### src/rtl/shift_seq_ctrl_pkg.sv
// shift_pkg: shared types for the iterative shift sequencer.
// The operation and FSM encodings live here so the top, the step
// datapath and the interface all agree on them.
package shift_pkg;

   // Default operand width.
   localparam int XLEN_DEF = 32;

   // Shift operation. SH_RSV passes the operand through unchanged.
   typedef enum logic [1:0] {
      SH_SLL = 2'b00,
      SH_SRL = 2'b01,
      SH_SRA = 2'b10,
      SH_RSV = 2'b11
   } shift_op_e;

   // Sequencer states.
   typedef enum logic [1:0] {
      S_IDLE = 2'b00,
      S_BUSY = 2'b01,
      S_DONE = 2'b10
   } shift_state_e;

endpackage

### src/rtl/shift_seq_ctrl_if.sv
// Request/response bundle for shift_seq_ctrl.
// Signal names follow the controller's point of view (_i into it, _o out of it).
// slave  : the sequencer itself.
// master : the execute-stage requester / result consumer.
interface shift_seq_ctrl_if #(
   parameter int XLEN = 32
);
   // request side
   logic            valid_i;
   logic            ready_o;
   logic [1:0]      op_i;
   logic [XLEN-1:0] rs1_i;
   logic [XLEN-1:0] rs2_i;
   logic            kill_i;
   // response side
   logic            valid_o;
   logic            ready_i;
   logic [XLEN-1:0] rd_o;
   logic            busy_o;

   modport slave (
      input  valid_i, op_i, rs1_i, rs2_i, kill_i, ready_i,
      output ready_o, valid_o, rd_o, busy_o
   );

   modport master (
      output valid_i, op_i, rs1_i, rs2_i, kill_i, ready_i,
      input  ready_o, valid_o, rd_o, busy_o
   );
endinterface

### src/rtl/shift_seq_ctrl_step.sv
// shift_step: one iteration of the shift datapath.
// Shifts the accumulator by 1 or by 4 positions. Fill bits are zero for
// SLL/SRL and the sign bit for SRA; the reserved op passes through.
module shift_step
   import shift_pkg::*;
#(
   parameter int XLEN = XLEN_DEF
) (
   input  logic [XLEN-1:0] acc_i,
   input  shift_op_e       op_i,
   input  logic            step4_i,   // 1: shift by 4, 0: shift by 1
   output logic [XLEN-1:0] acc_o
);

   logic sign;
   assign sign = acc_i[XLEN-1];

   // Next accumulator value for the selected op and step size.
   always_comb begin
      acc_o = acc_i;
      case (op_i)
         SH_SLL: acc_o = step4_i ? {acc_i[XLEN-5:0], 4'b0000}
                                 : {acc_i[XLEN-2:0], 1'b0};
         SH_SRL: acc_o = step4_i ? {4'b0000, acc_i[XLEN-1:4]}
                                 : {1'b0, acc_i[XLEN-1:1]};
         SH_SRA: acc_o = step4_i ? {{4{sign}}, acc_i[XLEN-1:4]}
                                 : {sign, acc_i[XLEN-1:1]};
         default: acc_o = acc_i;
      endcase
   end

endmodule

### src/rtl/shift_seq_ctrl.sv
// shift_seq_ctrl: iterative SLL/SRL/SRA sequencer for the execute stage.
// A request is captured in IDLE, the accumulator is shifted one position
// per cycle in BUSY, and the result is held in DONE until the consumer
// takes it. kill_i aborts anything in flight; the pipeline stalls on busy_o.
// Optional build macro: SHIFT_SEQ_FAST_STEP_EN -- BUSY cycles with a
// remaining count of at least 4 shift by 4 instead of 1. Results match
// the default build; only latency changes.
module shift_seq_ctrl
   import shift_pkg::*;
#(
   parameter int XLEN = XLEN_DEF,
   parameter int SHW  = 5
) (
   input  logic            clk_i,
   input  logic            rst_i,
   shift_seq_ctrl_if.slave bus
);

   shift_state_e    state_q;
   shift_op_e       op_q;
   logic [SHW-1:0]  cnt_q;
   logic [XLEN-1:0] acc_q;

   logic [SHW-1:0]  cnt_d;
   logic [XLEN-1:0] acc_d;
   logic [SHW-1:0]  step_amt;
   logic            step4;
   logic [SHW-1:0]  req_cnt;
   shift_op_e       req_op;

   // Only the low SHW bits of rs2 carry the shift amount.
   logic unused_rs2_hi;
   assign unused_rs2_hi = ^bus.rs2_i[XLEN-1:SHW];

   assign req_cnt = bus.rs2_i[SHW-1:0];
   assign req_op  = shift_op_e'(bus.op_i);

`ifdef SHIFT_SEQ_FAST_STEP_EN
   // Take a 4-bit stride while at least 4 positions remain.
   assign step4 = (cnt_q >= SHW'(4));
`else
   assign step4 = 1'b0;
`endif

   assign step_amt = step4 ? SHW'(4) : SHW'(1);
   assign cnt_d    = cnt_q - step_amt;

   shift_step #(
      .XLEN(XLEN)
   ) u_step (
      .acc_i  (acc_q),
      .op_i   (op_q),
      .step4_i(step4),
      .acc_o  (acc_d)
   );

   // Sequencer FSM: capture, iterate, hold. kill_i overrides every transition.
   always_ff @(posedge clk_i or posedge rst_i) begin
      if (rst_i) begin
         state_q <= S_IDLE;
         op_q    <= SH_SLL;
         cnt_q   <= '0;
         acc_q   <= '0;
      end else if (bus.kill_i) begin
         state_q <= S_IDLE;
      end else begin
         case (state_q)
            S_IDLE: begin
               if (bus.valid_i) begin
                  acc_q   <= bus.rs1_i;
                  op_q    <= req_op;
                  cnt_q   <= req_cnt;
                  // Nothing to iterate for a zero shift or the pass-through op.
                  state_q <= ((req_cnt == '0) || (req_op == SH_RSV)) ? S_DONE : S_BUSY;
               end
            end
            S_BUSY: begin
               acc_q <= acc_d;
               cnt_q <= cnt_d;
               if (cnt_q == step_amt) state_q <= S_DONE;
            end
            S_DONE: begin
               // Handoff cycle; ready_o only rises once we are back in IDLE.
               if (bus.ready_i) state_q <= S_IDLE;
            end
            default: state_q <= S_IDLE;
         endcase
      end
   end

   // Outputs come straight from registers / state decode.
   assign bus.ready_o = (state_q == S_IDLE);
   assign bus.valid_o = (state_q == S_DONE);
   assign bus.busy_o  = (state_q != S_IDLE);
   assign bus.rd_o    = acc_q;

endmodule

### src/flat_wrapper.sv
// flat-port wrapper written by rule: the top's interface ports become plain ports
module shift_seq_ctrl_flat import shift_pkg::*;
#(
   parameter int XLEN = XLEN_DEF,
   parameter int SHW  = 5
)
  (clk_i, rst_i, bus_valid_i, bus_op_i, bus_rs1_i, bus_rs2_i, bus_kill_i, bus_ready_i, bus_ready_o, bus_valid_o, bus_rd_o, bus_busy_o);
  shift_seq_ctrl_if #(.XLEN(XLEN)) bus_i ();
  input  logic clk_i;
  input  logic rst_i;
  input wire logic [$bits(bus_i.valid_i)-1:0] bus_valid_i;
  input wire logic [$bits(bus_i.op_i)-1:0] bus_op_i;
  input wire logic [$bits(bus_i.rs1_i)-1:0] bus_rs1_i;
  input wire logic [$bits(bus_i.rs2_i)-1:0] bus_rs2_i;
  input wire logic [$bits(bus_i.kill_i)-1:0] bus_kill_i;
  input wire logic [$bits(bus_i.ready_i)-1:0] bus_ready_i;
  output wire logic [$bits(bus_i.ready_o)-1:0] bus_ready_o;
  output wire logic [$bits(bus_i.valid_o)-1:0] bus_valid_o;
  output wire logic [$bits(bus_i.rd_o)-1:0] bus_rd_o;
  output wire logic [$bits(bus_i.busy_o)-1:0] bus_busy_o;
  assign bus_i.valid_i = bus_valid_i;
  assign bus_i.op_i = bus_op_i;
  assign bus_i.rs1_i = bus_rs1_i;
  assign bus_i.rs2_i = bus_rs2_i;
  assign bus_i.kill_i = bus_kill_i;
  assign bus_i.ready_i = bus_ready_i;
  assign bus_ready_o = bus_i.ready_o;
  assign bus_valid_o = bus_i.valid_o;
  assign bus_rd_o = bus_i.rd_o;
  assign bus_busy_o = bus_i.busy_o;
  shift_seq_ctrl #(.XLEN(XLEN), .SHW(SHW)) u_core (.clk_i(clk_i), .rst_i(rst_i), .bus(bus_i));
endmodule
### config.mk
export PLATFORM = sky130hd
export DESIGN_NAME = shift_seq_ctrl_flat
export DESIGN_NICKNAME = d
export VERILOG_FILES = /design/src/rtl/shift_seq_ctrl_pkg.sv /design/src/rtl/shift_seq_ctrl_if.sv /design/src/rtl/shift_seq_ctrl_step.sv /design/src/rtl/shift_seq_ctrl.sv /design/src/flat_wrapper.sv
export SDC_FILE = /design/constraint.sdc
export NUM_CORES = 1
export LEC_CHECK = 0
export ABC_AREA = 1
export CAP_MARGIN = 10
export CORE_UTILIZATION = 46
export DETAILED_ROUTE_END_ITERATION = 8
export PLACE_DENSITY = 0.91
export REMOVE_ABC_BUFFERS = 1
export SYNTH_ARGS = -nofsm -noshare
export SYNTH_HDL_FRONTEND = slang
export SYNTH_SLANG_ARGS = --single-unit
### constraint.sdc
create_clock -name clk_i -period 3 [get_ports clk_i]
set_input_delay 0.45 -clock clk_i [delete_from_list [all_inputs] [get_ports clk_i]]
set_output_delay 0.45 -clock clk_i [all_outputs]
set_load 0.02 [all_outputs]
==> reports/metrics.cfg, run 1 <==
[status]
outcome = finished, final reports clean

[clock_network]
cts-root-buf = clkbuf_8
cts_hold_buf = 0
cts.clk_slew.worst_paths_ps = 80
post_cts_resize_count = 0
post_cts_buffers = 0
cts_tree = done
cts_buffers = 5
clk_latency_ps = 300
clockBufferDepth = 2
htree_levels = 2
clock-sinks = 41

[timing]
post-route-min-period_ps = 2118
timing.final.crit_share = 0.7060
tightest_slew_ps = 907.6
slew_viol_final = 0
setup_viol = 0
max_freq_mhz = 472.1
setup_tns_ps = 0
relSlewSlack = 0.3912
fin_ws_ps = 882.0
hold_viol_final = 0
rsz0062_at_grt = no
skew_ps = 4.952

[grt]
antenna_found_initial = 0
grt_max_degree = 39
track_usage = 0.2485
overflow = 0
grt_pass1_wl_um = 12190
grt_pass1_vias = 2794

[drt]
drc = 0
routed_wl_um = 7376
avgRoutedWirePerCell_um = 12.72
ant_nets = 0
via_per_inst = 5.221
vias = 3028
dr.pass1.iters = 6
drt_iter0_drc = 238

[setup_path]
cp.depth = 9
critPathMaxFanout = 31
arrival_ps = 2320
cp_data_required_time_ps = 3200
cp_common_cell = nand2_1
crit_slowest_cell = ha_1
startpoint_type = flip-flop
path_cells = inv_1 > ha_1 > inv_2 > nand2_1 > o21ai_0 > nand2_1 > nand2_1 > nand2_1 > nand2_1
crit_buf_inv = 2
rrSetupSlack_ps = 880
cpLargestDelayFamily = adder cells
ff2ff_path_depth = 9
critical_path_class = flip-flop to flip-flop
endpoint_kind = flip-flop
cp_slowest_stage_delay_ps = 640

[logic_synthesis]
syn_inst = 437
ys.flop_type = dfrtp_1
synth_seq_cells = 41
synth.most_common_cell = nand2_1
synth_top_area_frac = 0.3821
syn-mean-instance-area_um2 = 6.144
seq_area_frac_synth = 0.3821
synth_warnings = 0
synth_top_area_cell = dfrtp_1
synth_edf_count = 0
synth_area_leaders = dfrtp_1 38%, nand2_1 38%, o21ai_0 4.3%
async_flop_share = 1.000
ys_types = 21
synthTopCellsByCount = 271 x nand2_1, 41 x dfrtp_1, 23 x o21ai_0
synth_area_um2 = 2685

[floorplanning]
die-area_um2 = 6147
core_um2 = 5574
rows = 27
initial_core_util = 0.4817
io_pins = 106
dieHeight_um = 78.40
die_x_um = 78.40

[worst_hold_path]
holdPathStages = 2
hp-class = flip-flop to flip-flop

[pwr]
cellPowerDensity_nw_per_um2 = 1132
power.total_uw = 4092
p_leak_uw = 0.001837
vdd_drop_max_mv = 0.7220

[cells_and_area]
final_nets = 583
final_design_area_no_fill_um2 = 3613
syn2layout_area_growth_pct = 34.58
antenna_cells = 0
drive_above_1_share = 0.04921
fin_util = 0.6483

[job]
cap_violations = 0

[placement]
io_buffers = 78
placed_cell_area_um2 = 3497
dp_hpwl_um = 5106
place_ws_ps = 693.3
gp_congestion = 0.8347

==> where the power goes <==
group / internal, µW / switching [µW]
logic: 952 / 1580
clock network: 272 / 202
registers: 812 / 271
==> final cells by class <==
class                           instances  area, µm²
Inverter                               20      75.07
Clock inverter                          1      30.03
Multi-Input combinational cell        353       1465
Tap cell                               72      90.09
Timing Repair Buffer                   86      840.8
Sequential cell                        41       1026
Fill cell                             464       1961
Clock buffer                            7      86.33
==> cells by family after synthesis <==
group | share of synthesized area
simple gates | 0.4320
fa+ha+maj | 0.02330
flops | 0.3821
compound gates | 0.08947
buf+inv | 0.07316
==> final timing paths <==
path | end | start
min in group asynchronous | u_core.cnt_q[0] | rst_i
worst min register to register | u_core.cnt_q[2] | u_core.cnt_q[2]
worst min-delay path | u_core.cnt_q[2] | u_core.cnt_q[2]
worst max register to register | u_core.bus.rd_o[26] | u_core.op_q[0]
max in group asynchronous | u_core.bus.rd_o[1] | rst_i
worst max-delay path | u_core.bus.rd_o[26] | u_core.op_q[0]
==> through the flow <==
stage,std cells,hold slack (ps)
floorplan,414,473.0
global placement,572,482.8
detailed placement,572,499.4
CTS,580,523.2
global route,580,550.6
finish,580,522.2
==> worst reg2reg max path, cell delays in order (launching register included) <==
cell     delay (ps)
dfrtp_1         360
inv_1            90
ha_1            640
inv_2           380
nand2_1         150
o21ai_0         130
nand2_1         110
nand2_1          50
nand2_1          50
nand2_1          50
==> sequential cells by signal, summed over array words and instances (netlist names) <==
register,count
u_core.state_q,2
u_core.cnt_q,5
u_core.bus.rd_o,32
u_core.op_q,2
==> layer usage <==
metal  wire, µm  up-vias  share of wire  track usage
li1           -     1478              -            -
met1       2973     1405           0.40       0.2975
met2       3794      134           0.51       0.4456
met3        505       11          0.068      0.04651
met4        102        0          0.014      0.08148
met5          0        -              0            0
==> cell usage in the layout (no fill, tap or decap) <==
master           netlist  layout
clkbuf_8               0       6
buf_4                  4       8
nor2_1                16      15
o211ai_1               1       1
inv_1                 15      14
clkbuf_1              12       1
bufinv_16              0       1
nand4_1                2       2
inv_2                  5       5
nand2_1              271     271
clkdlybuf4s50_1        0      78
nand3_1                8       8
dfrtp_1               41      41
o21ai_1               17      17
ha_1                   5       5
a21oi_1                5       5
o21ai_0               23      23
o21bai_1               1       1
nor2_2                 2       3
clkinv_1               0       1
nand2_2                1       1
nor2_4                 1       1
Power figures use the tool's default switching activity.
==> run 2: changes to the inputs <==
--- a/config.mk
+++ b/config.mk
@@ -7,9 +7,9 @@
 export LEC_CHECK = 0
 export ABC_AREA = 1
 export CAP_MARGIN = 10
-export CORE_UTILIZATION = 46
+export CORE_UTILIZATION = 44
 export DETAILED_ROUTE_END_ITERATION = 8
-export PLACE_DENSITY = 0.91
+export PLACE_DENSITY = 0.88
 export REMOVE_ABC_BUFFERS = 1
 export SYNTH_ARGS = -nofsm -noshare
 export SYNTH_HDL_FRONTEND = slang
==> constraint.sdc (replaced) <==
create_clock -name clk_i -period 2.15 [get_ports clk_i]
set_input_delay 0.3225 -clock clk_i [delete_from_list [all_inputs] [get_ports clk_i]]
set_output_delay 0.3225 -clock clk_i [all_outputs]
set_load 0.02 [all_outputs]
==> run 2 against run 1 <==
  * The run now ends with DRC left
  * Global-route usage fell by 1.2 points
  * Clock power rose by 38%
  * Die area is 4.4% higher
  * Sequential cell count did not move
  * Count of clock-buffer cells in the layout unchanged
  * Power up 40%
  * Critical endpoint is now bus_ready_o
  * Largest cell class unchanged
==> reports/metrics.cfg, run 2 (synthesis gave the netlist of run 1 again) <==
[cells_and_area]
final_nets = 585
fin_util = 0.6156
largest_reg_flops = 32
antenna_cells = 0
drive_above_1_share = 0.05294
layout_common_cells = 271 x nand2_1, 78 x clkdlybuf4s50_1, 41 x dfrtp_1, 23 x o21ai_0, 17 x o21ai_1
layout_commonest_cell = nand2_1
fillers = 562
syn2layout_area_growth_pct = 35.74
final_design_area_no_fill_um2 = 3645
fin_cells = 585

[pwr]
vdd_drop_max_mv = 0.9792
cellPowerDensity_nw_per_um2 = 1567
p_leak_uw = 0.001852
power.total_uw = 5711

[drt]
drc = 1
ant_nets = 0
via_per_inst = 5.053
avgRoutedWirePerCell_um = 12.19
routed_wl_um = 7129
drt_iter0_drc = 223
dr.pass1.iters = 6
vias = 2956

[setup_path]
critPathMaxFanout = 5
path_cells = nor2_1 > clkdlybuf4s50_1
endpoint_kind = output port
arrival_ps = 1600
crit_buf_inv = 1
cp_slowest_stage_delay_ps = 640
crit_slowest_cell = clkdlybuf4s50_1
cp_data_required_time_ps = 1830
cpLargestDelayFamily = buffers and inverters
rrSetupSlack_ps = 410
startpoint_type = flip-flop
critical_path_class = flip-flop to output port

[timing]
timing.final.crit_share = 0.8923
relSlewSlack = 0.4534
tightest_slew_ps = 814.9
rsz0062_at_grt = no
fin_ws_ps = 231.5
post-route-min-period_ps = 1919
skew_ps = 6.046
setup_viol = 0
slew_viol_final = 0
hold_viol_final = 0
max_freq_mhz = 521.2

[grt]
grt_pass1_vias = 2702
track_usage = 0.2365
grt_max_degree = 39
antenna_found_initial = 0
overflow = 0
grt_pass1_wl_um = 11920

[floorplanning]
die-area_um2 = 6419
rows = 28
initial_core_util = 0.4535
core_um2 = 5921
dieHeight_um = 80.12
io_pins = 106
die_x_um = 80.12

[placement]
dp_cells = 577
io_buffers = 78
gp_congestion = 0.8859
dp_hpwl_um = 4869
placed_cell_area_um2 = 3528
place_ws_ps = 237.4

[worst_hold_path]
hp-class = input port to asynchronous set/reset pin

[status]
violations = DRC
outcome = complete, but fails checks

[clock_network]
cts_hold_buf = 0
post_cts_resize_count = 0
cts.clk_slew.worst_paths_ps = 80
clk_latency_ps = 300
clockBufferDepth = 2
cts_tree = done
htree_levels = 2
cts-root-buf = clkbuf_8
cts_buffers = 5
clock-sinks = 41
post_cts_buffers = 0

[job]
cap_violations = 0

[run 2: cell count changes in the layout (fill, tap and decap cells not counted)]
cell and delta:
buf_12 +1, buf_4 +1
[run 2: area by class of cell]
cell class / count / area [µm²] / area share
multi-input combinational: 353 / 1465 / 0.4020
sequential: 41 / 1026 / 0.2815
clock inverter: 1 / 30.03 / 0.008239
tap: 75 / 93.84 / 0.02575
inverter: 20 / 75.07 / 0.02060
timing repair buffer: 88 / 868.3 / 0.2382
clock buffer: 7 / 86.33 / 0.02369
[run 2: path summary, 6_finish.rpt]
check,startpoint,end,depth (start not counted)
setup / recovery,u_core.state_q[0],bus_ready_o,2
hold / removal,rst_i,u_core.bus.rd_o[13],2
setup reg to reg,u_core.op_q[0],u_core.bus.rd_o[31],7
hold reg to reg,u_core.bus.rd_o[0],u_core.bus.rd_o[0],2
max in group asynchronous,rst_i,u_core.bus.rd_o[7],3
min in group clk_i,u_core.bus.rd_o[0],u_core.bus.rd_o[0],2
[run 2: layer usage]
layer / GRT usage / up-vias / part of all wire
met5: 0 / - / 0
met4: 0.08393 / 0 / 0.016
met3: 0.03409 / 11 / 0.061
met2: 0.4103 / 97 / 0.47
met1: 0.2984 / 1359 / 0.45
li1: - / 1489 / -
[run 2: stage by stage]
stage               hold slack, ps  TNS, ps
CTS                          406.6        0
global placement             481.4        0
detailed placement           502.1        0
global route                 454.7        0
finish                       395.3        0
floorplan                    473.0    -1715
[run 2: where the power goes]
group	internal [µW]	total [µW]	leakage [µW]	switching, µW
clock network	379	653	0.0000585	275
registers	1130	1520	0.000510	385
logic	1370	3540	0.00128	2170
total	2880	5710	0.00185	2830
==> run 3: changes to the inputs <==
--- a/config.mk
+++ b/config.mk
@@ -8,9 +8,11 @@
 export ABC_AREA = 1
 export CAP_MARGIN = 10
 export CORE_UTILIZATION = 44
+export CTS_CLUSTER_SIZE = 24
 export DETAILED_ROUTE_END_ITERATION = 8
 export PLACE_DENSITY = 0.88
 export REMOVE_ABC_BUFFERS = 1
+export SLEW_MARGIN = 25
 export SYNTH_ARGS = -nofsm -noshare
 export SYNTH_HDL_FRONTEND = slang
 export SYNTH_SLANG_ARGS = --single-unit
==> results of run 3 <==
Final layout, timing and power as in run 2 (identical DEF).
